==> config.mk <==
export PLATFORM = sky130hd
export DESIGN_NAME = hazard_ctrl_flat
export DESIGN_NICKNAME = d
export VERILOG_FILES = /design/src/rtl/hazard_pkg.sv /design/src/rtl/hazard_ctrl_if.sv /design/src/rtl/sat_counter.sv /design/src/rtl/hazard_ctrl.sv /design/src/flat_wrapper.sv
export SDC_FILE = /design/constraint.sdc
export NUM_CORES = 1
export LEC_CHECK = 0
export CORE_MARGIN = 3
export CORE_UTILIZATION = 35
export DETAILED_ROUTE_END_ITERATION = 10
export HOLD_SLACK_MARGIN = 0.1
export SYNTH_ARGS = -nofsm -noshare
export SYNTH_HDL_FRONTEND = slang
export SYNTH_SLANG_ARGS = --single-unit
==> constraint.sdc <==
create_clock -name clk -period 3.6 [get_ports clk]
set_clock_uncertainty 0.05 [all_clocks]
set_input_delay 0.54 -clock clk [delete_from_list [all_inputs] [get_ports clk]]
set_output_delay 0.54 -clock clk [all_outputs]
set_load 0.05 [all_outputs]
==> src/rtl/hazard_pkg.sv <==
// hazard_pkg: shared state encoding and default pipeline stage indices
package hazard_pkg;
    typedef enum logic {IDLE, PENDING} state_t;
    localparam int IFP = 0;
    localparam int IFR = 1;
    localparam int IDR = 2;
    localparam int IDP = 3;
    localparam int IDC = 4;
    localparam int EXA = 5;
    localparam int EXB = 6;
endpackage

==> src/rtl/hazard_ctrl_if.sv <==
// hazard_ctrl_if: hazard inputs, redirect handshake and stall/flush/counter outputs
interface hazard_ctrl_if #(
    parameter int NUM_STAGES = 7,
    parameter int XLEN = 64,
    parameter int CNT_W = 32
);
    logic                  redirect_valid_i;
    logic [XLEN-1:0]       redirect_target_i;
    logic                  load_use_i;
    logic [NUM_STAGES-1:0] busy_i;
    logic                  fetch_ready_i;
    logic                  cnt_clear_i;
    logic [NUM_STAGES-1:0] stall_o;
    logic [NUM_STAGES-1:0] flush_o;
    logic                  redirect_o;
    logic [XLEN-1:0]       redirect_target_o;
    logic [CNT_W-1:0]      stall_cnt_o;
    logic [CNT_W-1:0]      flush_cnt_o;
    modport master (
        output redirect_valid_i, redirect_target_i, load_use_i, busy_i, fetch_ready_i, cnt_clear_i,
        input  stall_o, flush_o, redirect_o, redirect_target_o, stall_cnt_o, flush_cnt_o
    );
    modport slave (
        input  redirect_valid_i, redirect_target_i, load_use_i, busy_i, fetch_ready_i, cnt_clear_i,
        output stall_o, flush_o, redirect_o, redirect_target_o, stall_cnt_o, flush_cnt_o
    );
endinterface

==> src/rtl/sat_counter.sv <==
// sat_counter: event counter that saturates at all-ones; clear wins over increment
module sat_counter #(
    parameter int CNT_W = 32
) (
    input  logic             clk,
    input  logic             rst_n,
    input  logic             inc,
    input  logic             clr,
    output logic [CNT_W-1:0] cnt
);
    always_ff @(posedge clk or negedge rst_n)
        if (!rst_n) cnt <= '0;
        else cnt <= clr ? '0 : (inc && !(&cnt)) ? cnt + 1'b1 : cnt;
endmodule

==> src/rtl/hazard_ctrl.sv <==
// hazard_ctrl: per-stage stall/flush generation, redirect hold-until-fetch-ready FSM
// and saturating stall/flush performance counters
module hazard_ctrl
    import hazard_pkg::*;
#(
    parameter int NUM_STAGES = 7,
    parameter int XLEN = 64,
    parameter int REDIRECT_STAGE = EXB,
    parameter int LU_STAGE = IDP,
    parameter int CNT_W = 32
) (
    input logic        clk,
    input logic        rst_n,
    hazard_ctrl_if.slave bus
);
    state_t                state, state_d;
    logic [XLEN-1:0]       tgt_q, tgt_d;
    logic [NUM_STAGES-1:0] stall_base, flush_base, young, mid;
    logic                  accept, kill;
    int                    d;
    always_comb begin
        d = -1;
        for (int s = 0; s < NUM_STAGES; s++) if (bus.busy_i[s]) d = s;
        if (bus.load_use_i && LU_STAGE > d) d = LU_STAGE;
        for (int s = 0; s < NUM_STAGES; s++) begin
            stall_base[s] = s <= d;
            flush_base[s] = d >= 0 && s == d + 1;
            young[s]      = s < REDIRECT_STAGE;
            mid[s]        = s >= 1 && s < REDIRECT_STAGE;
        end
    end
    assign accept = bus.redirect_valid_i && !stall_base[REDIRECT_STAGE];
    // a pending redirect keeps squashing the younger stages until fetch takes it
    assign kill = accept || state == PENDING;
    assign bus.stall_o = kill ? stall_base & ~young : stall_base;
    assign bus.flush_o = flush_base | (kill ? mid : '0);
    assign bus.redirect_o = kill;
    assign bus.redirect_target_o = accept ? bus.redirect_target_i : state == PENDING ? tgt_q : '0;
    always_comb begin
        tgt_d   = accept ? bus.redirect_target_i : tgt_q;
        state_d = kill && !bus.fetch_ready_i ? PENDING : IDLE;
    end
    always_ff @(posedge clk or negedge rst_n)
        if (!rst_n) begin
            state <= IDLE;
            tgt_q <= '0;
        end else begin
            state <= state_d;
            tgt_q <= tgt_d;
        end
    sat_counter #(.CNT_W(CNT_W)) u_stall_cnt (
        .clk(clk), .rst_n(rst_n), .inc(bus.stall_o[0]), .clr(bus.cnt_clear_i), .cnt(bus.stall_cnt_o)
    );
    sat_counter #(.CNT_W(CNT_W)) u_flush_cnt (
        .clk(clk), .rst_n(rst_n), .inc(accept), .clr(bus.cnt_clear_i), .cnt(bus.flush_cnt_o)
    );
endmodule

==> src/flat_wrapper.sv <==
// flat-port wrapper written by rule: the top's interface ports become plain ports
module hazard_ctrl_flat import hazard_pkg::*;
#(
    parameter int NUM_STAGES = 7,
    parameter int XLEN = 64,
    parameter int REDIRECT_STAGE = EXB,
    parameter int LU_STAGE = IDP,
    parameter int CNT_W = 32
)
  (clk, rst_n, bus_redirect_valid_i, bus_redirect_target_i, bus_load_use_i, bus_busy_i, bus_fetch_ready_i, bus_cnt_clear_i, bus_stall_o, bus_flush_o, bus_redirect_o, bus_redirect_target_o, bus_stall_cnt_o, bus_flush_cnt_o);
  hazard_ctrl_if #(.NUM_STAGES(NUM_STAGES), .XLEN(XLEN), .CNT_W(CNT_W)) bus_i ();
  input logic clk;
  input logic rst_n;
  input wire logic [$bits(bus_i.redirect_valid_i)-1:0] bus_redirect_valid_i;
  input wire logic [$bits(bus_i.redirect_target_i)-1:0] bus_redirect_target_i;
  input wire logic [$bits(bus_i.load_use_i)-1:0] bus_load_use_i;
  input wire logic [$bits(bus_i.busy_i)-1:0] bus_busy_i;
  input wire logic [$bits(bus_i.fetch_ready_i)-1:0] bus_fetch_ready_i;
  input wire logic [$bits(bus_i.cnt_clear_i)-1:0] bus_cnt_clear_i;
  output wire logic [$bits(bus_i.stall_o)-1:0] bus_stall_o;
  output wire logic [$bits(bus_i.flush_o)-1:0] bus_flush_o;
  output wire logic [$bits(bus_i.redirect_o)-1:0] bus_redirect_o;
  output wire logic [$bits(bus_i.redirect_target_o)-1:0] bus_redirect_target_o;
  output wire logic [$bits(bus_i.stall_cnt_o)-1:0] bus_stall_cnt_o;
  output wire logic [$bits(bus_i.flush_cnt_o)-1:0] bus_flush_cnt_o;
  assign bus_i.redirect_valid_i = bus_redirect_valid_i;
  assign bus_i.redirect_target_i = bus_redirect_target_i;
  assign bus_i.load_use_i = bus_load_use_i;
  assign bus_i.busy_i = bus_busy_i;
  assign bus_i.fetch_ready_i = bus_fetch_ready_i;
  assign bus_i.cnt_clear_i = bus_cnt_clear_i;
  assign bus_stall_o = bus_i.stall_o;
  assign bus_flush_o = bus_i.flush_o;
  assign bus_redirect_o = bus_i.redirect_o;
  assign bus_redirect_target_o = bus_i.redirect_target_o;
  assign bus_stall_cnt_o = bus_i.stall_cnt_o;
  assign bus_flush_cnt_o = bus_i.flush_cnt_o;
  hazard_ctrl #(.NUM_STAGES(NUM_STAGES), .XLEN(XLEN), .REDIRECT_STAGE(REDIRECT_STAGE), .LU_STAGE(LU_STAGE), .CNT_W(CNT_W)) u_core (.clk(clk), .rst_n(rst_n), .bus(bus_i));
endmodule
==> results of run 1 <==
## cell usage in the layout (no fill, tap or decap), drive strengths merged, types with 6 or more instances in the layout
| cell type | instances |
|---|---|
| inv | 19 |
| o31ai | 23 |
| nor2b | 14 |
| dfrtp | 129 |
| xnor2 | 6 |
| nor4 | 15 |
| buf | 99 |
| nand3 | 26 |
| nand4 | 16 |
| clkdlybuf4s50 | 139 |
| or3 | 16 |
| clkbuf | 17 |
| a21oi | 101 |
| or4 | 23 |
| o21ai | 15 |
| nor3 | 8 |
| nand2 | 220 |
| o41ai | 8 |
| and4 | 9 |
| nor2 | 41 |
| mux2 | 13 |
## how the worst max path moves through the flow
stage | cells past startpoint | startpoint | to | slack [ps]
2_1_floorplan | 8 | bus_busy_i[6] | bus_flush_o[1] | -70
3_3_place_gp | 9 | bus_busy_i[4] | bus_flush_o[1] | 30
3_5_place_dp | 10 | bus_busy_i[4] | bus_flush_o[1] | -30
4_1_cts | 10 | bus_busy_i[4] | bus_flush_o[1] | 90
5_1_grt | 10 | bus_busy_i[2] | bus_flush_o[1] | 20
6_report | 10 | bus_busy_i[2] | bus_flush_o[1] | 210
## power groups by stage
stage	registers (uW)	clock network (uW)	logic, uW
6_report	1570	1790	853
5_1_grt	1580	1890	915
3_5_place_dp	1600	0	859
2_1_floorplan	1610	0	495
4_1_cts	1570	1830	863
3_3_place_gp	1590	0	857
## synth_stat cells, drive strengths merged (4+ instances only)
cell | number | area share
o21a | 5 | 0.0055
or3 | 16 | 0.016
dfrtp | 129 | 0.48
buf | 24 | 0.020
nor2b | 14 | 0.013
nand4 | 16 | 0.017
nand2 | 220 | 0.12
o31ai | 23 | 0.025
or2 | 4 | 0.0037
xnor2 | 6 | 0.0077
mux2 | 13 | 0.022
inv | 11 | 0.0061
nor3 | 8 | 0.0059
ha | 5 | 0.0092
nor2 | 41 | 0.024
o21ai | 15 | 0.011
o41ai | 8 | 0.010
or4b | 5 | 0.0074
a21oi | 101 | 0.074
clkbuf | 25 | 0.014
or4 | 23 | 0.025
nor4 | 15 | 0.018
nand3 | 26 | 0.019
and4 | 9 | 0.012
## state kept, by name, summed over array words and instances (netlist names)
register                cells
u_core.u_flush_cnt.cnt     32
u_core.u_stall_cnt.cnt     32
u_core.tgt_q               64
u_core.state                1
## metal layers
metal  global-route usage  vias to the layer above  share of wire
li1                     -                     3243              -
met1                0.246                     3101           0.44
met2                0.312                      165           0.47
met3               0.0604                       35          0.056
met4               0.0836                        0          0.031
met5                    0                        -              0
## logic make-up (layout without fill, tap and decap cells)
| group | Yosys count | count (layout) |
|---|---|---|
| muxes | 14 | 14 |
| buffers and inverters | 60 | 282 |
| DFF | 129 | 129 |
| AOI/OAI and AO/OA | 165 | 165 |
| other | 1 | 2 |
| adders and majority gates | 5 | 5 |
| xor gates and xnor gates | 9 | 9 |
| and+or+nand+nor | 409 | 409 |
## what timing repair did
action	4_1_cts	5_1_grt
hold buffers	1	0
setup endpoints to repair	2	3
pin swaps	0	0
gates resized for setup	1	3
endpoints found under the hold margin	34	0
setup buffers	0	0
## worst max-delay path: stages
cell and delay (ps):
clkdlybuf4s50_1 460, nor3_2 270, buf_4 150, nand3_1 80, ha_1 280, nand4b_1 90, nor3_1 200, o21ai_1 230
o31ai_2 330, buf_12 180
## final cells by class
class | count | area share
Multi-Input combinational cell | 603 | 0.338
Antenna cell | 1 | 0.000254
Timing Repair Buffer | 239 | 0.235
Clock inverter | 15 | 0.0178
Clock buffer | 17 | 0.0432
Tap cell | 260 | 0.0330
Inverter | 11 | 0.00419
Sequential cell | 129 | 0.328
## metrics by stage
step	TNS [ps]	util	area (sq um)	std cells
finish	0	0.521	9840	1275
floorplan	-183	-	6810	792
global route	0	0.521	9840	1275
detailed placement	-35.0	0.488	9220	1241
global placement	0	0.488	9220	1241
CTS	0	0.520	9830	1274
==> impl_metrics.py, run 1 <==
metrics = {
    "cells_and_area": {
        "seq_area_sq_um": 3230,
        "drive_above_1_share": 0.165,
        "finalNetCount": 1083,
        "areaGrowthSynthToFinish_pct": 44.9,
        "n_fill_cell": 1819,
        "multi_input_area_sq_um": 3330,
    },
    "floorplanning": {
        "die_h_um": 145,
        "rows": 50,
        "core_area_sq_um": 18900,
        "io-pin-count": 220,
        "initial_core_util": 0.360,
        "die_w_um": 145,
        "dieArea_sq_um": 21100,
    },
    "critical_path": {
        "critPathKind": "in2out",
        "cp_max_fo": 4,
        "startpoint_type": "input pin",
        "reg2reg_to": "u_core.u_flush_cnt.cnt[11]",
        "worstRegToRegCells": 7,
        "regToRegSetupSlack_ps": 980,
        "endpoint_kind": "primary output",
        "r2r-start": "u_core.u_flush_cnt.cnt[0]",
        "crit_required_ps": 3010,
        "cp.arrival_ps": 2800,
    },
    "synth": {
        "synth_fa_ha_area_frac": 0.00921,
        "syn_area_sq_um": 6800,
        "ys_seq_elements": 129,
        "ys_seq_area_frac": 0.475,
        "synth_compound_area_frac": 0.144,
        "synth-xor-area-share": 0.0116,
        "synthMuxAreaShare": 0.0230,
        "synth_fp_nets": 874,
        "syn_inst": 792,
        "yosys_most_used_dff": "dfrtp_1",
        "yosys_warnings": 0,
        "synth_edf_count": 0,
        "synth_top_family_by_area": "simple AND/OR/NAND/NOR gates",
        "ys_types": 54,
        "async_reset_ff_frac": 1.00,
        "avgSynthCellArea_sq_um": 8.58,
        "synthSimpleGateAreaFrac": 0.296,
    },
    "sta": {
        "grt_setup_unrepaired": "no",
        "worstMarginPinSlew_ps": 909,
        "maxSlewHeadroom": 0.390,
        "setup_viol": 0,
        "hold_viol_final": 0,
        "finalWorstSetupSlack_ps": 207,
        "fin_crit_ps": 3390,
        "holdWs_ps": 415,
        "report.final.slew_viol_count": 0,
        "max_freq_ghz": 0.295,
        "timing.final.crit_share": 0.942,
    },
    "drt": {
        "via_per_inst": 5.13,
        "drt-wirelength-per-cell_um": 16.2,
        "vias": 6544,
        "drt_pass1_iterations": 4,
        "routed_wl_um": 20600,
        "drcViolationCount": 0,
        "ant_nets": 0,
        "first_iter_violations": 319,
    },
    "power_and_ir_drop": {
        "p_leak_uw": 0.00429,
        "power_uw": 4220,
        "p_sw_uw": 1330,
        "clkPwrFrac": 0.425,
        "seq_power_share": 0.373,
        "p_per_area_nw_per_um2": 428,
        "ir_drop_uv": 349,
        "p_int_uw": 2880,
        "combPwrFrac": 0.202,
        "switching_share": 0.317,
    },
    "clocking": {
        "cts-htree-levels": 4,
        "ctsLongestPathBuffers": 2,
        "clock-sinks": 129,
        "clk_latency_ps": 430,
        "cts_buffers": 17,
        "cts-root-buf": "clkbuf_16",
        "cts_tree": "done",
        "clk_pin_slew_worst_paths_ps": 60,
    },
    "hold_path": {
        "hold_path.class": "reg2reg",
        "holdPathEnd": "u_core.tgt_q[27]",
        "min_from": "u_core.tgt_q[27]",
        "min_path_cells": 2,
    },
    "grt": {
        "track_usage": 0.195,
        "grt_max_degree": 73,
        "grt_pass1_vias": 6290,
        "grt_pass1_wl_um": 33600,
        "antenna_found_initial": 1,
        "grt.overflow.total": 0,
    },
    "place": {
        "portBuffers": 218,
        "dp_slack_ps": -27.3,
        "dp_hpwl_um": 14200,
        "gp_congestion": 0.804,
    },
    "status": {
        "status": "completed",
    },
    "run": {
        "maxCapViolCount": 0,
    },
}
Power figures use the tool's default switching activity.
==> run 2, diff against run 1 <==
Settings changed: PLACE_DENSITY set to 0.65.
==> impl_metrics.py, run 2 (synthesis results as in run 1) <==
metrics = {
    "status": {
        "status": "completed",
    },
    "sta": {
        "hold_viol_final": 0,
        "timing.final.crit_share": 0.934,
        "worstMarginPinSlew_ps": 839,
        "setup-tns-final_ps": 0,
        "max_freq_ghz": 0.297,
        "maxSlewHeadroom": 0.436,
        "report.final.slew_viol_count": 0,
        "holdWs_ps": 416,
        "fin_crit_ps": 3360,
        "grt_setup_unrepaired": "no",
        "setup_viol": 0,
    },
    "critical_path": {
        "crit_required_ps": 3010,
        "cp_max_fo": 5,
        "startpoint_type": "input pin",
        "endpoint_kind": "primary output",
        "critical_path_buf_inv_count": 3,
        "crit_path_max_incr_delay_ps": 450,
        "critPathKind": "in2out",
        "crit_chain": "clkdlybuf4s50_1 > nor3_2 > buf_4 > nand3_1 > ha_1 > nand4b_1 > nor3_1 > o21ai_1 > o31ai_2 > buf_12",
        "worst_path_max_delay_cell": "clkdlybuf4s50_1",
        "crit_family": "buffers and inverters",
        "cp.arrival_ps": 2770,
    },
    "clocking": {
        "clk_pin_slew_worst_paths_ps": 60,
        "cts-htree-levels": 4,
        "cts_tree": "done",
        "cts-root-buf": "clkbuf_16",
        "post_cts_buffers": 0,
        "ctsLongestPathBuffers": 2,
        "cts_buffers": 17,
        "clk_latency_ps": 420,
        "clock-sinks": 129,
    },
    "drt": {
        "first_iter_violations": 393,
        "ant_nets": 0,
        "routed_wl_um": 20300,
        "via_per_inst": 5.15,
        "drt_pass1_iterations": 4,
        "drcViolationCount": 0,
        "vias": 6557,
        "drt-wirelength-per-cell_um": 15.9,
    },
    "grt": {
        "grt_pass1_vias": 6385,
        "grt.overflow.total": 0,
        "track_usage": 0.190,
        "grt_pass1_wl_um": 33300,
        "grt_max_degree": 67,
        "antenna_found_initial": 0,
    },
    "cells_and_area": {
        "reg_top3": "u_core.tgt_q (64), u_core.u_flush_cnt.cnt (32), u_core.u_stall_cnt.cnt (32)",
        "n_fill_cell": 1803,
        "seq_area_sq_um": 3230,
        "largest_reg_flops": 64,
        "final_core_util": 0.521,
        "largest-register": "u_core.tgt_q",
        "finish.instance_area_sq_um": 9840,
        "drive_above_1_share": 0.164,
        "final_common_cell": "nand2_1",
        "antenna_cells": 0,
        "layout_common_cells": "nand2_1, clkdlybuf4s50_1, dfrtp_1",
        "finalNetCount": 1082,
        "multi_input_area_sq_um": 3330,
        "areaGrowthSynthToFinish_pct": 44.8,
    },
    "power_and_ir_drop": {
        "p_sw_uw": 1280,
        "combPwrFrac": 0.201,
        "p_per_area_nw_per_um2": 430,
        "clkPwrFrac": 0.428,
        "ir_drop_uv": 305,
        "p_int_uw": 2960,
        "seq_power_share": 0.371,
        "switching_share": 0.302,
        "p_leak_uw": 0.00429,
    },
    "floorplanning": {
        "die_h_um": 145,
        "rows": 50,
        "initial_core_util": 0.360,
        "dieArea_sq_um": 21100,
        "io-pin-count": 220,
        "die_w_um": 145,
        "core_area_sq_um": 18900,
    },
    "run": {
        "maxCapViolCount": 0,
    },
    "place": {
        "placed_area_sq_um": 9200,
        "dp_hpwl_um": 14200,
        "portBuffers": 218,
        "gp_congestion": 0.828,
    },
    "hold_path": {
        "hold_path.class": "reg2reg",
    },
}
==> run 2: cell type report <==
cell class / instances / share of cell area
flip-flops and latches: 129 / 0.328
repair buffers: 238 / 0.233
clock buffers: 18 / 0.0446
well taps: 260 / 0.0331
multi-input cells: 603 / 0.338
clock inverters: 14 / 0.0186
inverters: 11 / 0.00420
==> run 2: per-stage QoR <==
step                      instances  worst slack [ps]  total power, uW
after floorplan                 792             -67.2             2100
after global placement         1240               115             2450
after detailed placement       1240              48.1             2450
after CTS                      1273              52.6             4290
after global routing           1273              26.0             4430
final                          1273               237             4240
==> run 2: routing by layer <==
metal	GRT usage	share of wire
met2	0.320	0.50
met1	0.241	0.43
met4	0.0698	0.022
met3	0.0433	0.046
met5	0	0
==> run 2: path summary, 6_finish.rpt <==
check,start,to,slack [ps],cells after the start
max reg2reg,u_core.u_flush_cnt.cnt[0],u_core.u_flush_cnt.cnt[17],950,7
min,u_core.tgt_q[35],u_core.tgt_q[35],420,2
max,bus_busy_i[4],bus_flush_o[5],240,10
min in group asynchronous,rst_n,u_core.tgt_q[51],610,2
max in group asynchronous,rst_n,u_core.u_flush_cnt.cnt[11],1950,3
min reg2reg,u_core.tgt_q[35],u_core.tgt_q[35],420,2
==> run 2: what timing repair did <==
item                                   CTS  global route
gates resized for setup                  0             4
endpoints found under the hold margin   39             0
setup endpoints to repair                0             3
hold buffers                             1             0
==> run 2: worst min-delay path, stage by stage (launching register included) <==
cell     delay [ps]
dfrtp_1         320
nand2_1          60
nand2_1          60
==> run 2: power by group through the flow <==
stage	sequential, uW	combinational (uW)	clock [uW]
finish	1570	850	1810
global route	1580	914	1940
CTS	1570	860	1860
detailed placement	1600	855	0
global placement	1600	852	0
floorplan	1610	495	0
==> variant (settings of run 1) <==
Register the output `bus.redirect_target_o`; this adds one clock of latency there.
--- a/src/rtl/hazard_ctrl.sv
+++ b/src/rtl/hazard_ctrl.sv
@@ -35,7 +35,9 @@
     assign bus.stall_o = kill ? stall_base & ~young : stall_base;
     assign bus.flush_o = flush_base | (kill ? mid : '0);
     assign bus.redirect_o = kill;
-    assign bus.redirect_target_o = accept ? bus.redirect_target_i : state == PENDING ? tgt_q : '0;
+    always_ff @(posedge clk) begin
+        bus.redirect_target_o <= accept ? bus.redirect_target_i : state == PENDING ? tgt_q : '0;
+    end
     always_comb begin
         tgt_d   = accept ? bus.redirect_target_i : tgt_q;
         state_d = kill && !bus.fetch_ready_i ? PENDING : IDLE;
Formal check against the unedited RTL: not equivalent (a bounded check fails within 4 cycles, from zero or initial values and one cycle with rst_n low).
==> variant against run 1 <==
  * Wire length increased by 7.5%
  * Synthesized area increased by 19%
  * Register-to-register slack improved by 0.04 ns
  * Clock power increased by 9%
  * Design area increased by 17%
  * Power increased by 23%
  * Sequential cell count increased by 64
  * Setup slack got worse by 0.16 ns
==> variant: results (changes against run 1) <==
\begin{tabular}{lr}
\hline
Metric & Value \\
\hline
\multicolumn{2}{l}{\textbf{Detailed routing}} \\
Met3 wire length & 1319 µm (was 1148 µm) \\
Routed len/inst & 16.12 µm (was 16.16 µm) \\
Met2 Wirelength & 10,170 µm (was 9762 µm) \\
Via count & 6,837 (was 6,544) \\
Metal1 wirelength & 10,380 µm (was 9058 µm) \\
Starting DRT DRC Count & 363 (was 319) \\
\multicolumn{2}{l}{\textbf{Worst setup path}} \\
FF-to-FF path depth & 5 (was 7) \\
Slack of the worst reg-to-reg path & 1.02 ns (was 0.98 ns) \\
Reg-to-reg critical path startpoint & u\_core.u\_stall\_cnt.cnt[10] (was u\_core.u\_flush\_cnt.cnt[0]) \\
Terminus of the critical flop-to-flop path & u\_core.u\_stall\_cnt.cnt[3] (was u\_core.u\_flush\_cnt.cnt[11]) \\
Worst Path Arrival & 2.96 ns (was 2.80 ns) \\
\multicolumn{2}{l}{\textbf{Cells and area}} \\
Fill count & 2,135 (was 1,819) \\
Layout cell share with drive strength beyond 1 & 0.1038 (was 0.1647) \\
Number of nets in the layout & 1,158 (was 1,083) \\
Diodes inserted & 0 (was 1) \\
\multicolumn{2}{l}{\textbf{Placement}} \\
Global placement routability congestion & 0.8320 (was 0.8041) \\
\multicolumn{2}{l}{\textbf{GRT}} \\
Pin count of the biggest net entering global routing & 76 (was 73) \\
Number of antenna violations at the first check in global routing & 2 (was 1) \\
First-pass GRT wire length & 35,880 µm (was 33,620 µm) \\
\multicolumn{2}{l}{\textbf{Yosys}} \\
Sequential share of the synthesized area & 0.5565 (was 0.4751) \\
Top cell types by occurrence after synthesis & nand2\_1 (218), dfrtp\_1 (129), and2\_1 (71) (was nand2\_1 (220), dfrtp\_1 (129), a21oi\_1 (101)) \\
Async set-reset flop share out of synthesis & 0.6684 (was 1.000) \\
Total nets after synthesis & 942 (was 874) \\
Leading post-synthesis cells by cell area & dfrtp\_1 (40\%), dfxtp\_1 (16\%), nand2\_1 (10\%), and2\_1 (5.5\%), a21oi\_1 (3.0\%) (was dfrtp\_1 (48\%), nand2\_1 (12\%), a21oi\_1 (7.4\%), o31ai\_1 (2.5\%), or4\_1 (2.5\%)) \\
Cell variety after synth & 53 (was 54) \\
\multicolumn{2}{l}{\textbf{Clocking}} \\
Clock transition at path regs & 0.08 ns (was 0.06 ns) \\
\multicolumn{2}{l}{\textbf{Timing}} \\
Rel. slew slack & 0.3102 (was 0.3895) \\
\multicolumn{2}{l}{\textbf{Status}} \\
Status & complete, no violations (unchanged) \\
\multicolumn{2}{l}{\textbf{Pwr}} \\
Leakage Power & 4.896 nW (was 4.289 nW) \\
Maximum resistive drop on vdd & 0.0002567 V (was 0.0003491 V) \\
\hline
\end{tabular}
==> variant: worst max-delay path, cell delays in order <==
cell,delay [ns]
dlygate4sd2_1,0.25
or4_4,0.58
or2_4,0.28
ha_4,0.26
nor4b_4,0.21
nand3_2,0.15
buf_4,0.16
buf_4,0.13
nor3b_4,0.23
buf_12,0.17
==> variant: cells by family (layout without fill, tap and decap cells) <==
kind of cell,Yosys count,after routing,share of synthesized area
AND/OR/NAND/NOR,468,468,0.2954
flip-flops,193,193,0.5565
AO/OA/AOI/OAI,114,114,0.08787
buffers and inverters,60,289,0.03011
XOR/XNOR,14,14,0.01513
adder cells (fa/ha/maj),5,5,0.007721
multiplexers,5,5,0.006794
other,1,1,0.0004628
==> variant: power by group <==
part | internal (mW) | total [mW] | switching [mW]
clock network | 0.968 | 1.95 | 0.981
logic | 0.326 | 0.871 | 0.545
registers | 2.31 | 2.35 | 0.0452
==> variant: worst max-delay path by stage <==
stage,slack [ns],start,cells after the start,endpoint
after floorplan,-0.16,bus_busy_i[3],9,bus_flush_o[2]
after global placement,-0.46,bus_busy_i[6],9,bus_flush_o[4]
after detailed placement,-0.46,bus_busy_i[6],9,bus_flush_o[4]
after CTS,0.03,bus_busy_i[6],10,bus_flush_o[3]
after global routing,0.008,bus_busy_i[1],10,bus_flush_o[6]
final,0.05,bus_busy_i[1],10,bus_flush_o[6]
==> variant: cell type report <==
class / count / area (µm²) / area share
Clock buffer: 18 / 439.2 / 0.03821
Clock inverter: 14 / 180.2 / 0.01568
Inverter: 15 / 56.30 / 0.004899
Multi-Input combinational cell: 607 / 3478 / 0.3027
Sequential cell: 193 / 4509 / 0.3924
Tap cell: 285 / 356.6 / 0.03103
Timing Repair Buffer: 242 / 2472 / 0.2151
==> variant: repair_timing <==
item,CTS,global route
resized for setup,26,2
hold endpoints to repair,0,0
buffers inserted,1,0
pin swaps,7,7
endpoints found under the setup margin,6,2
==> variant: stage by stage <==
step           hold slack, ns  setup slack [ns]  area (µm²)  instances
5_1_grt                0.1422          0.008090       11490       1374
4_1_cts                0.1143           0.02819       11470       1374
2_1_floorplan          0.1944           -0.1554        8132        860
6_report              0.06960           0.04548       11490       1374
3_5_place_dp           0.4004           -0.4577       10780       1341
3_3_place_gp           0.3968           -0.4573       10780       1341
==> variant: routing by layer <==
metal / up-vias / track usage
li1: 3368 / -
met4: 4 / 0.04711
met5: - / 0
met1: 3285 / 0.2445
met2: 157 / 0.2813
met3: 23 / 0.04866
